$ cat src/rtl/noc_flit_pkg.sv
// Shared flit-format definitions for the NoC transmit and (future) receive endpoints.
// Field positions are derived from flit width and VC/address widths so both ends agree.
package noc_flit_pkg;

  // Widest flit make_flit can build; callers size-cast the result to their WIDTH.
  localparam int MAX_FLIT_W = 512;

  typedef enum logic [0:0] {
    IDLE = 1'b0,
    SEND = 1'b1
  } state_t;

  function automatic int addr_bits(input int n);
    return (n > 1) ? $clog2(n) : 1;
  endfunction

  function automatic int vc_bits(input int num_vc);
    return (num_vc > 1) ? $clog2(num_vc) : 1;
  endfunction

  function automatic int valid_pos(input int width);
    return width - 1;
  endfunction

  function automatic int head_pos(input int width);
    return width - 2;
  endfunction

  function automatic int tail_pos(input int width);
    return width - 3;
  endfunction

  function automatic int vc_msb(input int width);
    return width - 4;
  endfunction

  function automatic int dest_msb(input int width, input int vc_w);
    return width - 4 - vc_w;
  endfunction

  function automatic int payload_w(input int width, input int vc_w, input int addr_w);
    return width - 3 - vc_w - addr_w;
  endfunction

  // vc, dest and payload must already fit their fields (zero-extended by the caller).
  function automatic logic [MAX_FLIT_W-1:0] make_flit(
    input int                    width,
    input int                    vc_w,
    input int                    addr_w,
    input logic                  head,
    input logic                  tail,
    input logic [31:0]           vc,
    input logic [31:0]           dest,
    input logic [MAX_FLIT_W-1:0] payload
  );
    logic [MAX_FLIT_W-1:0] f;
    f = payload;
    f = f | (MAX_FLIT_W'(dest) << payload_w(width, vc_w, addr_w));
    f = f | (MAX_FLIT_W'(vc) << (vc_msb(width) - vc_w + 1));
    f = f | (MAX_FLIT_W'(tail) << tail_pos(width));
    f = f | (MAX_FLIT_W'(head) << head_pos(width));
    f = f | (MAX_FLIT_W'(1'b1) << valid_pos(width));
    return f;
  endfunction

endpackage

$ cat src/rtl/noc_flit_tx_credit.sv
// Per-VC credit counter: starts at VC_DEPTH, saturates there and flags an overflow pulse.
module noc_credit_counter #(
  parameter int VC_DEPTH = 8,
  parameter int CNT_W    = $clog2(VC_DEPTH + 1)
) (
  input  logic             clk,
  input  logic             reset,
  input  logic             dec,
  input  logic             inc,
  output logic [CNT_W-1:0] count,
  output logic             overflow
);

  logic [CNT_W-1:0] count_q, count_d;

  always_comb begin
    // NOTE: every combinational output gets a default first so no path leaves it unassigned (no latch).
    count_d  = count_q;
    overflow = 1'b0;
    unique case ({inc, dec})
      2'b10: begin
        if (count_q == CNT_W'(VC_DEPTH)) overflow = 1'b1;
        else                             count_d  = count_q + CNT_W'(1);
      end
      2'b01:   count_d = count_q - CNT_W'(1);
      default: ;
    endcase
  end

  always_ff @(posedge clk) begin
    // NOTE: state updates use non-blocking assignments so all flops sample pre-edge values.
    if (reset) count_q <= CNT_W'(VC_DEPTH);
    else       count_q <= count_d;
  end

  assign count = count_q;

endmodule

$ cat src/rtl/noc_flit_tx.sv
// NoC packet transmitter: segments packets into head/body/tail flits under per-VC credit flow control.
// Optional NOC_TX_STATS_EN adds 32-bit packet, flit and stall counters.
module noc_flit_tx
  import noc_flit_pkg::*;
#(
  parameter int WIDTH     = 128,
  parameter int N         = 16,
  parameter int NUM_VC    = 2,
  parameter int VC_DEPTH  = 8,
  parameter int MAX_FLITS = 4,
  localparam int ADDR_W    = addr_bits(N),
  localparam int VC_W      = vc_bits(NUM_VC),
  localparam int LEN_W     = $clog2(MAX_FLITS + 1),
  localparam int PAYLOAD_W = payload_w(WIDTH, VC_W, ADDR_W)
) (
  input  logic                           clk,
  input  logic                           reset,
  input  logic                           pkt_valid,
  output logic                           pkt_ready,
  input  logic [ADDR_W-1:0]              pkt_dest,
  input  logic [VC_W-1:0]                pkt_vc,
  input  logic [LEN_W-1:0]               pkt_len,
  input  logic [MAX_FLITS*PAYLOAD_W-1:0] pkt_data,
  output logic [WIDTH-1:0]               flit_out,
  input  logic [NUM_VC-1:0]              credit_in,
  output logic                           credit_err,
  output logic                           busy
`ifdef NOC_TX_STATS_EN
  ,
  output logic [31:0]                    pkt_sent_cnt,
  output logic [31:0]                    flit_sent_cnt,
  output logic [31:0]                    stall_cnt
`endif
);

  localparam int CNT_W = $clog2(VC_DEPTH + 1);
  localparam int IDX_W = (MAX_FLITS > 1) ? $clog2(MAX_FLITS) : 1;

  state_t                                 state_q, state_d;
  logic [ADDR_W-1:0]                      dest_q, dest_d;
  logic [VC_W-1:0]                        vc_q, vc_d;
  logic [LEN_W-1:0]                       len_q, len_d;
  logic [IDX_W-1:0]                       idx_q, idx_d;
  logic [MAX_FLITS-1:0][PAYLOAD_W-1:0]    data_q, data_d;
  logic [WIDTH-1:0]                       flit_q, flit_d;
  logic                                   credit_err_q, credit_err_d;

  logic [NUM_VC-1:0][CNT_W-1:0]           cnt;
  logic [NUM_VC-1:0]                      dec;
  logic [NUM_VC-1:0]                      ovf;
  logic [LEN_W-1:0]                       len_norm;
  logic                                   can_send;
  logic                                   is_head;
  logic                                   is_tail;

  // Registered count only: a credit arriving this cycle cannot enable a send this cycle.
  assign can_send = (cnt[vc_q] != '0);
  assign is_head  = (idx_q == '0);
  assign is_tail  = (LEN_W'(idx_q) == (len_q - LEN_W'(1)));

  always_comb begin
    len_norm = pkt_len;
    if (pkt_len == '0)                         len_norm = LEN_W'(1);
    else if (pkt_len > LEN_W'(MAX_FLITS))      len_norm = LEN_W'(MAX_FLITS);
  end

  always_comb begin
    state_d      = state_q;
    dest_d       = dest_q;
    vc_d         = vc_q;
    len_d        = len_q;
    idx_d        = idx_q;
    data_d       = data_q;
    flit_d       = '0;
    dec          = '0;
    credit_err_d = credit_err_q | (|ovf);
    unique case (state_q)
      IDLE: begin
        if (pkt_valid) begin
          dest_d  = pkt_dest;
          vc_d    = pkt_vc;
          len_d   = len_norm;
          data_d  = pkt_data;
          idx_d   = '0;
          state_d = SEND;
        end
      end
      SEND: begin
        if (can_send) begin
          flit_d = WIDTH'(make_flit(WIDTH, VC_W, ADDR_W, is_head, is_tail,
                                    32'(vc_q), 32'(dest_q),
                                    MAX_FLIT_W'(data_q[idx_q])));
          dec    = NUM_VC'(1) << vc_q;
          idx_d  = idx_q + IDX_W'(1);
          if (is_tail) state_d = IDLE;
        end
      end
      default: state_d = IDLE;
    endcase
  end

  always_ff @(posedge clk) begin
    if (reset) begin
      state_q      <= IDLE;
      dest_q       <= '0;
      vc_q         <= '0;
      len_q        <= '0;
      idx_q        <= '0;
      data_q       <= '0;
      flit_q       <= '0;
      credit_err_q <= 1'b0;
    end else begin
      state_q      <= state_d;
      dest_q       <= dest_d;
      vc_q         <= vc_d;
      len_q        <= len_d;
      idx_q        <= idx_d;
      data_q       <= data_d;
      flit_q       <= flit_d;
      credit_err_q <= credit_err_d;
    end
  end

  for (genvar v = 0; v < NUM_VC; v++) begin : g_credit
    noc_credit_counter #(
      .VC_DEPTH (VC_DEPTH),
      .CNT_W    (CNT_W)
    ) u_credit (
      .clk      (clk),
      .reset    (reset),
      .dec      (dec[v]),
      .inc      (credit_in[v]),
      .count    (cnt[v]),
      .overflow (ovf[v])
    );
  end

  assign pkt_ready  = (state_q == IDLE);
  assign busy       = (state_q == SEND);
  assign flit_out   = flit_q;
  assign credit_err = credit_err_q;

`ifdef NOC_TX_STATS_EN
  logic [31:0] pkt_sent_q, flit_sent_q, stall_q;

  always_ff @(posedge clk) begin
    if (reset) begin
      pkt_sent_q  <= '0;
      flit_sent_q <= '0;
      stall_q     <= '0;
    end else begin
      if (busy && can_send)            flit_sent_q <= flit_sent_q + 32'd1;
      if (busy && can_send && is_tail) pkt_sent_q  <= pkt_sent_q + 32'd1;
      if (busy && !can_send)           stall_q     <= stall_q + 32'd1;
    end
  end

  assign pkt_sent_cnt  = pkt_sent_q;
  assign flit_sent_cnt = flit_sent_q;
  assign stall_cnt     = stall_q;
`endif

endmodule

$ cat config.mk
export PLATFORM = sky130hd
export DESIGN_NAME = noc_flit_tx
export DESIGN_NICKNAME = d
export VERILOG_FILES = /design/src/rtl/noc_flit_pkg.sv /design/src/rtl/noc_flit_tx_credit.sv /design/src/rtl/noc_flit_tx.sv
export SDC_FILE = /design/constraint.sdc
export NUM_CORES = 1
export LEC_CHECK = 0
export ABC_AREA = 1
export CORE_MARGIN = 4
export CORE_UTILIZATION = 40
export CTS_BUF_LIST = sky130_fd_sc_hd__clkbuf_8
export CTS_CLUSTER_DIAMETER = 40
export CTS_CLUSTER_SIZE = 25
export DETAILED_ROUTE_END_ITERATION = 6
export DONT_BUFFER_PORTS = 1
export PLACE_DENSITY = 0.53
export SYNTH_ARGS = -nofsm -noshare
export SYNTH_HDL_FRONTEND = slang
export SYNTH_HIERARCHICAL = 1
export SYNTH_SLANG_ARGS = --single-unit
$ cat constraint.sdc
create_clock -name clk -period 2.1 [get_ports clk]
set_input_delay 0.21 -clock clk [delete_from_list [all_inputs] [get_ports clk]]
set_output_delay 0.21 -clock clk [all_outputs]
set_load 0.02 [all_outputs]
; Word-level counts from Yosys, hierarchy flattened
; Index checks and enable logic that the tools add are counted.
[totals]
register_bits = 628
input_bits = 493
output_inout_bits = 131
wordCells = 78
[classes]
n_addsub = 6
magnitude_cmp = 3
n_eq_ne = 11
n_shift = 1
muxes = 24
n_bitwise = 7
n_reduce_logical = 12
[op_table]
columns = operator, n
row1 = 120-bit binary-select mux with 2-bit select, 1
row2 = 128-bit 2-to-1 mux, 1
row3 = 126-bit by 127-bit bitwise OR with 127-bit output, 1
row4 = 125-bit by 126-bit bitwise OR with 126-bit output, 1
row5 = 124-bit by 125-bit bitwise OR with 125-bit output, 1
row6 = 120-bit by 124-bit bitwise OR with 124-bit output, 1
row7 = 120-bit 2-to-1 mux, 1
row8 = 4-bit 2-to-1 mux, 4
row9 = 4-bit one-hot mux with 2 select lines, 2
row10 = 4-bit by 1-bit adder with 4-bit output (second input constant), 2
row11 = 4-bit equality test (second input constant), 2
row12 = 2-bit 2-to-1 mux, 4
row13 = 2-bit AND reduction, 4
row14 = 4-bit by 1-bit subtractor with 4-bit output (second input constant), 2
row15 = 1-bit 2-to-1 mux, 7
row16 = 3-bit 2-to-1 mux, 2
row17 = 2-bit != test (second input constant), 3
row18 = 2-bit by 1-bit equality test with 1-bit output (second input constant), 2
row19 = 2-bit equality test (second input constant), 2
row20 = 2-bit one-hot mux with 2 select lines, 1
row21 = 2-bit nonzero test, 2
row22 = 4-bit nonzero test, 1
row23 = 2-bit OR reduction, 2
row24 = 2-bit by 3-bit equality test with 1-bit output, 1
row25 = 13 further kinds, 14

; Depth between registers and ports, before layout
; Gate-level depths: netlist of the first run.
[depth]
depth_word = 9
ltp_mapped = 14
ltp_nobuf = 14

; By module
; The synthesis of the first run kept the hierarchy.
[modules_own_cells]
columns = mod, instances, cells_each, area_each_um2, seq_area_each_um2
row1 = noc_flit_tx, 1, 2988, 23747.8, 12411.9
row2 = noc_credit_counter, 2, 52, 305.3, 80.1

; Worst setup path before layout of the first run
; No wires, ideal clock.
[synth_path]
kind = register to register
start = register state_q (netlist: busy)
end = register g_credit[0].u_credit.count_q[2]
setup_time_ns = 0.070
arrival_time_ns = 1.656
required_ns = 2.030
setup_slack_ns = 0.375
stages_incl_launch_ff = 11
path_buffers = 0
period_less_slack_ns = 1.725
cell_sequence = dfxtp_1 nand3_4 nor2_1 nand3_1 nand2_1 inv_1 ha_1 inv_1 nand2_1 xor2_1 a21oi_1
[synth_via]
elab_chain_len = 4
elab_cells_between_ends = 7
classes_between = 3 x eq/ne / 2 x mux / 2 x reduce/logical
[synth_rtl]
columns = item, line
row1 = "start, declared", noc_flit_tx.sv:39  ; state_t state_q, state_d;
row2 = "start signal, assigned", noc_flit_tx.sv:113  ; state_q <= state_d;
row3 = 2-bit 2-to-1 mux *, noc_flit_tx.sv:77  ; unique case (state_q)
row4 = named net dec[0], noc_flit_tx.sv:49  ; logic [NUM_VC-1:0] dec;
row5 = 2-bit equality test or 2-bit by 1-bit equality test with 1-bit output (tied branches), noc_flit_tx_credit.sv:20  ; unique case ({inc, dec})
row6 = 2-bit != test (no source line) or 2-bit nonzero test (tied branches), n/a
row7 = 2-bit AND reduction (no source line), n/a
row8 = "end signal, assigned", noc_flit_tx_credit.sv:32  ; if (reset) count_q <= CNT_W'(VC_DEPTH);
row9 = "end signal, assigned", noc_flit_tx_credit.sv:33  ; else count_q <= count_d;
row10 = "end, declared", noc_flit_tx_credit.sv:14  ; logic [CNT_W-1:0] count_q, count_d;
; The timed path passes the listed nets; every way through them passes the cells marked *.
; A chain may end at the register's enable or synchronous reset.

; Final worst setup path of the first run
[layout_path]
start = register state_q (netlist: busy)
end = register len_q[0]
[layout_via]
elab_chain_len = 2
[layout_rtl]
columns = item, line
row1 = 1-bit inverter (no source line), n/a
row2 = 2-bit AND reduction (no source line), n/a
row3 = "end signal, assigned", noc_flit_tx.sv:116  ; len_q <= len_d;
row4 = "end, declared", noc_flit_tx.sv:42  ; logic [LEN_W-1:0] len_q, len_d;
; Every way passes these cells.

==> impl_metrics.env, run 1 <==
export IMPL_power_switching_uw=8800
export IMPL_io_pins=624
export IMPL_min_path_type="input pin to flip-flop"
export IMPL_start_util_pct=40.4
export IMPL_die_w_um=255
export IMPL_path_max_fanout=50
export IMPL_postSynthAreaPerCell_sq_um=7.88
export IMPL_cp_required_ns=2.71
export IMPL_tritoncts="yes"
export IMPL_coreArea_sq_um=60400
export IMPL_postCtsSetupBuffers=0
export IMPL_synth_edf_count=0
export IMPL_worstSetupPathType="flip-flop to flip-flop"
export IMPL_drt_iter0_drc=1633
export IMPL_routedWlPerCell_um=18.2
export IMPL_start_kind="flip-flop"
export IMPL_drv_slew=0
export IMPL_cts_root_buf="clkbuf_8"
export IMPL_gr_usage_all_layers_pct=23.3
export IMPL_syn_area_sq_um=24400
export IMPL_seqPwrFrac_pct=44.7
export IMPL_num_vias=22800
export IMPL_grt_overflow_total=0
export IMPL_tns_ns=0
export IMPL_syn_nets=3589
export IMPL_synth_ff_type="dfxtp_1"
export IMPL_fin_crit_sh_pct=91.2
export IMPL_finalHoldViolations=0
export IMPL_period_needed_ns=1.91
export IMPL_ir_drop_mv=0.771
export IMPL_dieArea_sq_um=64900
export IMPL_fin_worst_skew_ns=0.0534
export IMPL_switching_share_pct=29.1
export IMPL_power_uw=30200
export IMPL_clockBufferDepth=3
export IMPL_final_nets=4006
export IMPL_num_rows=90
export IMPL_rsz0062_at_grt="no"
export IMPL_synthArstFlopShare_pct=0
export IMPL_tightest_slew_ns=0.541
export IMPL_power_internal_uw=21400
export IMPL_yosysTopAreaCellShare_pct=51.6
export IMPL_outcome="finished, final reports clean"
export IMPL_synthTopCellsByArea="dfxtp_1 52%, o21ai_0 12%, a21oi_1 9.2%"
export IMPL_crit_chain="inv_2 -> nand2_8 -> buf_12 -> nor2_1 -> o21ai_1 -> a21oi_1 -> dlygate4sd3_1"
export IMPL_yosysTopAreaCell="dfxtp_1"
export IMPL_numCtsBuffers=105
export IMPL_yosysSeqAreaShare_pct=51.6
export IMPL_dieHeight_um=255
export IMPL_cp_end_kind="flip-flop"
export IMPL_seqCellArea_sq_um=12600
export IMPL_crit_family="buffers and inverters"
export IMPL_slew_limit_headroom_pct=63.9
export IMPL_mostFrequentLayoutCell="dfxtp_1"
export IMPL_setup_ws_ns=0.185
export IMPL_clock_latency_ns=0.72
export IMPL_power_density_nw_per_um2=933
export IMPL_dp_hpwl_mm=52.1
export IMPL_syn_to_final_growth_pct=33.0
export IMPL_multi_input_comb_area_sq_um=9420
export IMPL_post_place_ws_ns=0.154
export IMPL_final_cell_mix="625 x dfxtp_1, 580 x o21ai_0, 513 x nor2_1, 494 x dlygate4sd3_1, 448 x a21oi_1"
export IMPL_drc=0
export IMPL_cpPeakStageDelay_ns=0.59
export IMPL_cap_violations=0
export IMPL_cpMaxStageDelayCell="dlygate4sd3_1"
export IMPL_grt_pass1_vias=22400
export IMPL_power_leakage_uw=0.0123
export IMPL_gp_congestion=0.865
export IMPL_synth_distinct_cells=29
export IMPL_dr_pass1_iters=5
export IMPL_worstPathArrival_ns=2.52
export IMPL_drtAntennaViolNets=0
export IMPL_antenna_found_initial=22
export IMPL_ys_ff_latch=628
export IMPL_ys_warn_count=6
export IMPL_wl_mm=80.0
export IMPL_viasPerCell=5.19
export IMPL_clock_power_share_pct=40.1
export IMPL_grt_max_degree=100
export IMPL_drive_gt1_share_pct=8.88
export IMPL_clock_sinks=628
export IMPL_clk_transition_reported_paths_ns=0.08
export IMPL_fmax_mhz=522
export IMPL_port_buffers=0
export IMPL_fin_util_pct=53.7
export IMPL_htree_levels=3
export IMPL_power_frac_comb_pct=15.2
export IMPL_fillers=5511
export IMPL_setup_viol=0
export IMPL_syn_instance_count=3092
export IMPL_worstPathBufferInverterCount=3
export IMPL_grt_pass1_wl_mm=122
-- layer usage --
layer	wire, um	vias to the layer above	global-route usage [%]
met5	8	-	0
met4	2560	2	8.34
met3	5750	187	6.59
met2	38700	816	39.2
met1	33000	10700	28.6
li1	-	11100	-
-- state kept, by name, indices dropped and copies added (netlist names), 2 cells and up --
name / flops
data_q: 480
flit_out: 128
g_credit.u_credit/count: 8
dest_q: 4
len_q: 3
idx_q: 2
-- logic make-up after synthesis --
| group | synth area share (%) |
|---|---|
| buffers and inverters | 9.85 |
| DFF | 51.6 |
| xor gates and xnor gates | 0.252 |
| AOI/OAI and AO/OA | 27.0 |
| adders and majority gates | 0.205 |
| and+or+nand+nor | 11.1 |
-- power by group through the flow --
| stage | Combinational (uW) | Sequential, uW | Clock [uW] |
|---|---|---|---|
| floorplan | 2870 | 13600 | 0 |
| global placement | 3640 | 13800 | 0 |
| detailed placement | 3730 | 13800 | 0 |
| CTS | 4560 | 13500 | 12400 |
| global route | 5140 | 13600 | 13000 |
| finish | 4590 | 13500 | 12100 |
-- worst register-to-register path, cell delays in order (launching register included) --
cell	delay, ns
dfxtp_1	0.43
inv_2	0.10
nand2_8	0.19
buf_12	0.25
nor2_1	0.11
o21ai_1	0.09
a21oi_1	0.08
dlygate4sd3_1	0.59
-- cell usage after synthesis, types with 5 or more instances --
master,number
a21oi_1,448
a21oi_2,40
buf_12,5
buf_2,163
buf_4,17
buf_6,6
clkbuf_1,57
dfxtp_1,628
inv_1,272
inv_2,7
nand2_1,148
nand3_1,14
nor2_1,515
o211ai_1,119
o21ai_0,580
o21ai_1,37
xor2_1,5
-- timing repair --
item | 4_1_cts | 5_1_grt
setup endpoints to repair | 0 | 4
hold buffers | 494 | 0
endpoints found under the hold margin | 502 | 0
resized for setup | 0 | 5
-- cell type report --
type                    instances  area share (%)
clock buffers                 120            5.10
diodes                         23           0.178
clock inverters                72            2.27
inverters                     279            3.28
repair buffers                564            18.3
well taps                     782            3.02
multi-input cells            1931            29.1
flip-flops and latches        628            38.8
-- path summary, 6_finish.rpt --
path                              startpoint            end  slack (ns)  cells after the start
worst max-delay path                    busy       len_q[0]        0.19                      7
worst min-delay path            pkt_data[26]     data_q[26]        0.20                      3
worst max register to register          busy       len_q[0]        0.19                      7
worst min register to register     dest_q[1]  flit_out[121]        0.41                      2
-- through the flow --
step / hold WS [ns] / instance area [sq um] / std cells
4_1_cts: 0.129 / 32300 / 4376
3_5_place_dp: 0.290 / 25000 / 3690
6_report: 0.197 / 32400 / 4399
2_1_floorplan: 0.279 / 24400 / 3092
5_1_grt: 0.175 / 32400 / 4396
3_3_place_gp: 0.287 / 25000 / 3690
(Power assumes the default switching activity.)
==> inputs of run 2 (changes only) <==
--- a/config.mk
+++ b/config.mk
@@ -6,7 +6,7 @@
 export NUM_CORES = 1
 export LEC_CHECK = 0
 export ABC_AREA = 1
-export CORE_MARGIN = 4
+export CORE_MARGIN = 2
 export CORE_UTILIZATION = 40
 export CTS_BUF_LIST = sky130_fd_sc_hd__clkbuf_8
 export CTS_CLUSTER_DIAMETER = 40
==> run 2 against run 1 <==
Die area shrank 3.1%; combinational power barely moved; total power rose by 0.49%; utilization rose by 0.19 points; sequential share of layout area down 0.070 points; routed wire length shrank 1.7%; non-clock buffer count grew 15; sequential power about the same; highest routed layer unchanged; via count rose by 0.34%; design area rose by 0.17%.
==> impl_metrics.env, run 2 (synthesis gave the netlist of run 1 again) <==
export IMPL_outcome="finished, final reports clean"
export IMPL_drt_iter0_drc=1490
export IMPL_fmax_mhz=525
export IMPL_start_kind="flip-flop"
export IMPL_numCtsBuffers=100
export IMPL_cap_violations=0
export IMPL_clk_transition_reported_paths_ns=0.07
export IMPL_power_internal_uw=21600
export IMPL_clock_latency_ns=0.72
export IMPL_clock_power_share_pct=40.5
export IMPL_cp_end_kind="flip-flop"
export IMPL_gp_congestion=0.894
export IMPL_ir_drop_mv=0.551
export IMPL_largest_reg_flops=480
export IMPL_gr_usage_all_layers_pct=24.3
export IMPL_num_vias=22900
export IMPL_die_w_um=251
export IMPL_routedWlPerCell_um=17.9
export IMPL_fin_worst_skew_ns=0.0463
export IMPL_start_util_pct=40.4
export IMPL_cts_root_buf="clkbuf_8"
export IMPL_io_pins=624
export IMPL_grt_max_degree=108
export IMPL_multi_input_comb_area_sq_um=9410
export IMPL_worstPathArrival_ns=2.52
export IMPL_cp_required_ns=2.71
export IMPL_dp_hpwl_mm=51.4
export IMPL_dr_pass1_iters=6
export IMPL_seqCellArea_sq_um=12600
export IMPL_dieHeight_um=251
export IMPL_tightest_slew_ns=0.559
export IMPL_seqPwrFrac_pct=44.5
export IMPL_power_leakage_uw=0.0124
export IMPL_period_needed_ns=1.90
export IMPL_tns_ns=0
export IMPL_dpl_cell_area_sq_um=25000
export IMPL_grt_pass1_vias=23100
export IMPL_drtAntennaViolNets=0
export IMPL_power_density_nw_per_um2=936
export IMPL_grt_pass1_wl_mm=123
export IMPL_rsz0062_at_grt="no"
export IMPL_finalHoldViolations=0
export IMPL_port_buffers=0
export IMPL_power_switching_uw=8740
export IMPL_mostFrequentLayoutCell="dfxtp_1"
export IMPL_design_area_sq_um=32500
export IMPL_drc=0
export IMPL_clockBufferDepth=3
export IMPL_htree_levels=3
export IMPL_drv_slew=0
export IMPL_grt_overflow_total=0
export IMPL_dieArea_sq_um=62900
export IMPL_slew_limit_headroom_pct=62.3
export IMPL_fin_crit_sh_pct=90.7
export IMPL_final_nets=4016
export IMPL_fillers=5511
export IMPL_setup_viol=0
export IMPL_power_frac_comb_pct=15.0
export IMPL_drive_gt1_share_pct=8.88
export IMPL_viasPerCell=5.20
export IMPL_regMostFlops="data_q"
export IMPL_clock_sinks=628
export IMPL_min_path_type="input pin to flip-flop"
export IMPL_path_max_fanout=7
export IMPL_worstSetupPathType="flip-flop to flip-flop"
export IMPL_final_cell_mix="626 x dfxtp_1, 580 x o21ai_0, 513 x nor2_1, 498 x dlygate4sd3_1, 448 x a21oi_1"
export IMPL_postCtsSetupBuffers=0
export IMPL_coreArea_sq_um=60200
export IMPL_num_rows=90
export IMPL_wl_mm=78.6
export IMPL_switching_share_pct=28.8
export IMPL_antenna_found_initial=14
export IMPL_syn_to_final_growth_pct=33.3
export IMPL_tritoncts="yes"
==> run 2: final timing paths <==
path / start / slack, ns / to / depth (start not counted)
setup / recovery: g_credit[0].u_credit/count[1] / 0.20 / g_credit[0].u_credit/count[2] / 12
hold / removal: pkt_data[305] / 0.21 / data_q[305] / 3
setup reg to reg: g_credit[0].u_credit/count[1] / 0.20 / g_credit[0].u_credit/count[2] / 12
hold reg to reg: dest_q[2] / 0.44 / flit_out[122] / 2
==> run 2: cell type report <==
cell class / instances / area share (%)
well taps: 782 / 3.01
clock inverters: 70 / 2.44
repair buffers: 579 / 18.5
flip-flops and latches: 628 / 38.8
inverters: 279 / 3.27
diodes: 14 / 0.108
clock buffers: 117 / 4.96
multi-input cells: 1931 / 29.0
==> run 2: layer usage <==
layer	up-vias	routed length (um)	track usage, %
met1	10700	32500	29.1
met3	195	5300	6.25
met4	2	2800	10.1
met2	831	38000	41.3
met5	-	13	0
li1	11200	-	-
==> run 2: through the flow <==
| stage | util [%] | instances | worst slack, ns | total power (uW) | hold WS (ns) |
|---|---|---|---|---|---|
| 3_5_place_dp | 41.6 | 3701 | 0.193 | 17500 | 0.288 |
| 5_1_grt | 53.9 | 4399 | 0.0106 | 31900 | 0.158 |
| 6_report | 53.9 | 4400 | 0.195 | 30400 | 0.205 |
| 2_1_floorplan | - | 3092 | 0.375 | 16500 | 0.279 |
| 4_1_cts | 53.8 | 4386 | 0.112 | 30600 | 0.122 |
| 3_3_place_gp | 41.6 | 3701 | 0.239 | 17400 | 0.285 |
==> run 2: power groups by stage <==
stage	clock [uW]	combinational, uW	sequential [uW]
floorplan	0	2870	13600
global route	13100	5120	13600
CTS	12600	4530	13500
detailed placement	0	3700	13800
finish	12300	4560	13500
global placement	0	3610	13800
==> run 2: critical path, cell delays in order (launching register included) <==
cell	delay (ns)
dfxtp_1	0.40
nor2_1	0.08
nand3_2	0.10
nand3_4	0.12
nor2_2	0.18
nand3_1	0.16
nand2_1	0.14
inv_1	0.05
ha_1	0.17
inv_1	0.06
nand2_1	0.06
xor2_1	0.16
a21oi_1	0.14
==> run 2: what timing repair did <==
item                                    4_1_cts  5_1_grt
hold endpoints to repair                    502        0
endpoints found under the setup margin        0        3
hold buffers                                498        0
gates resized for setup                       0        2
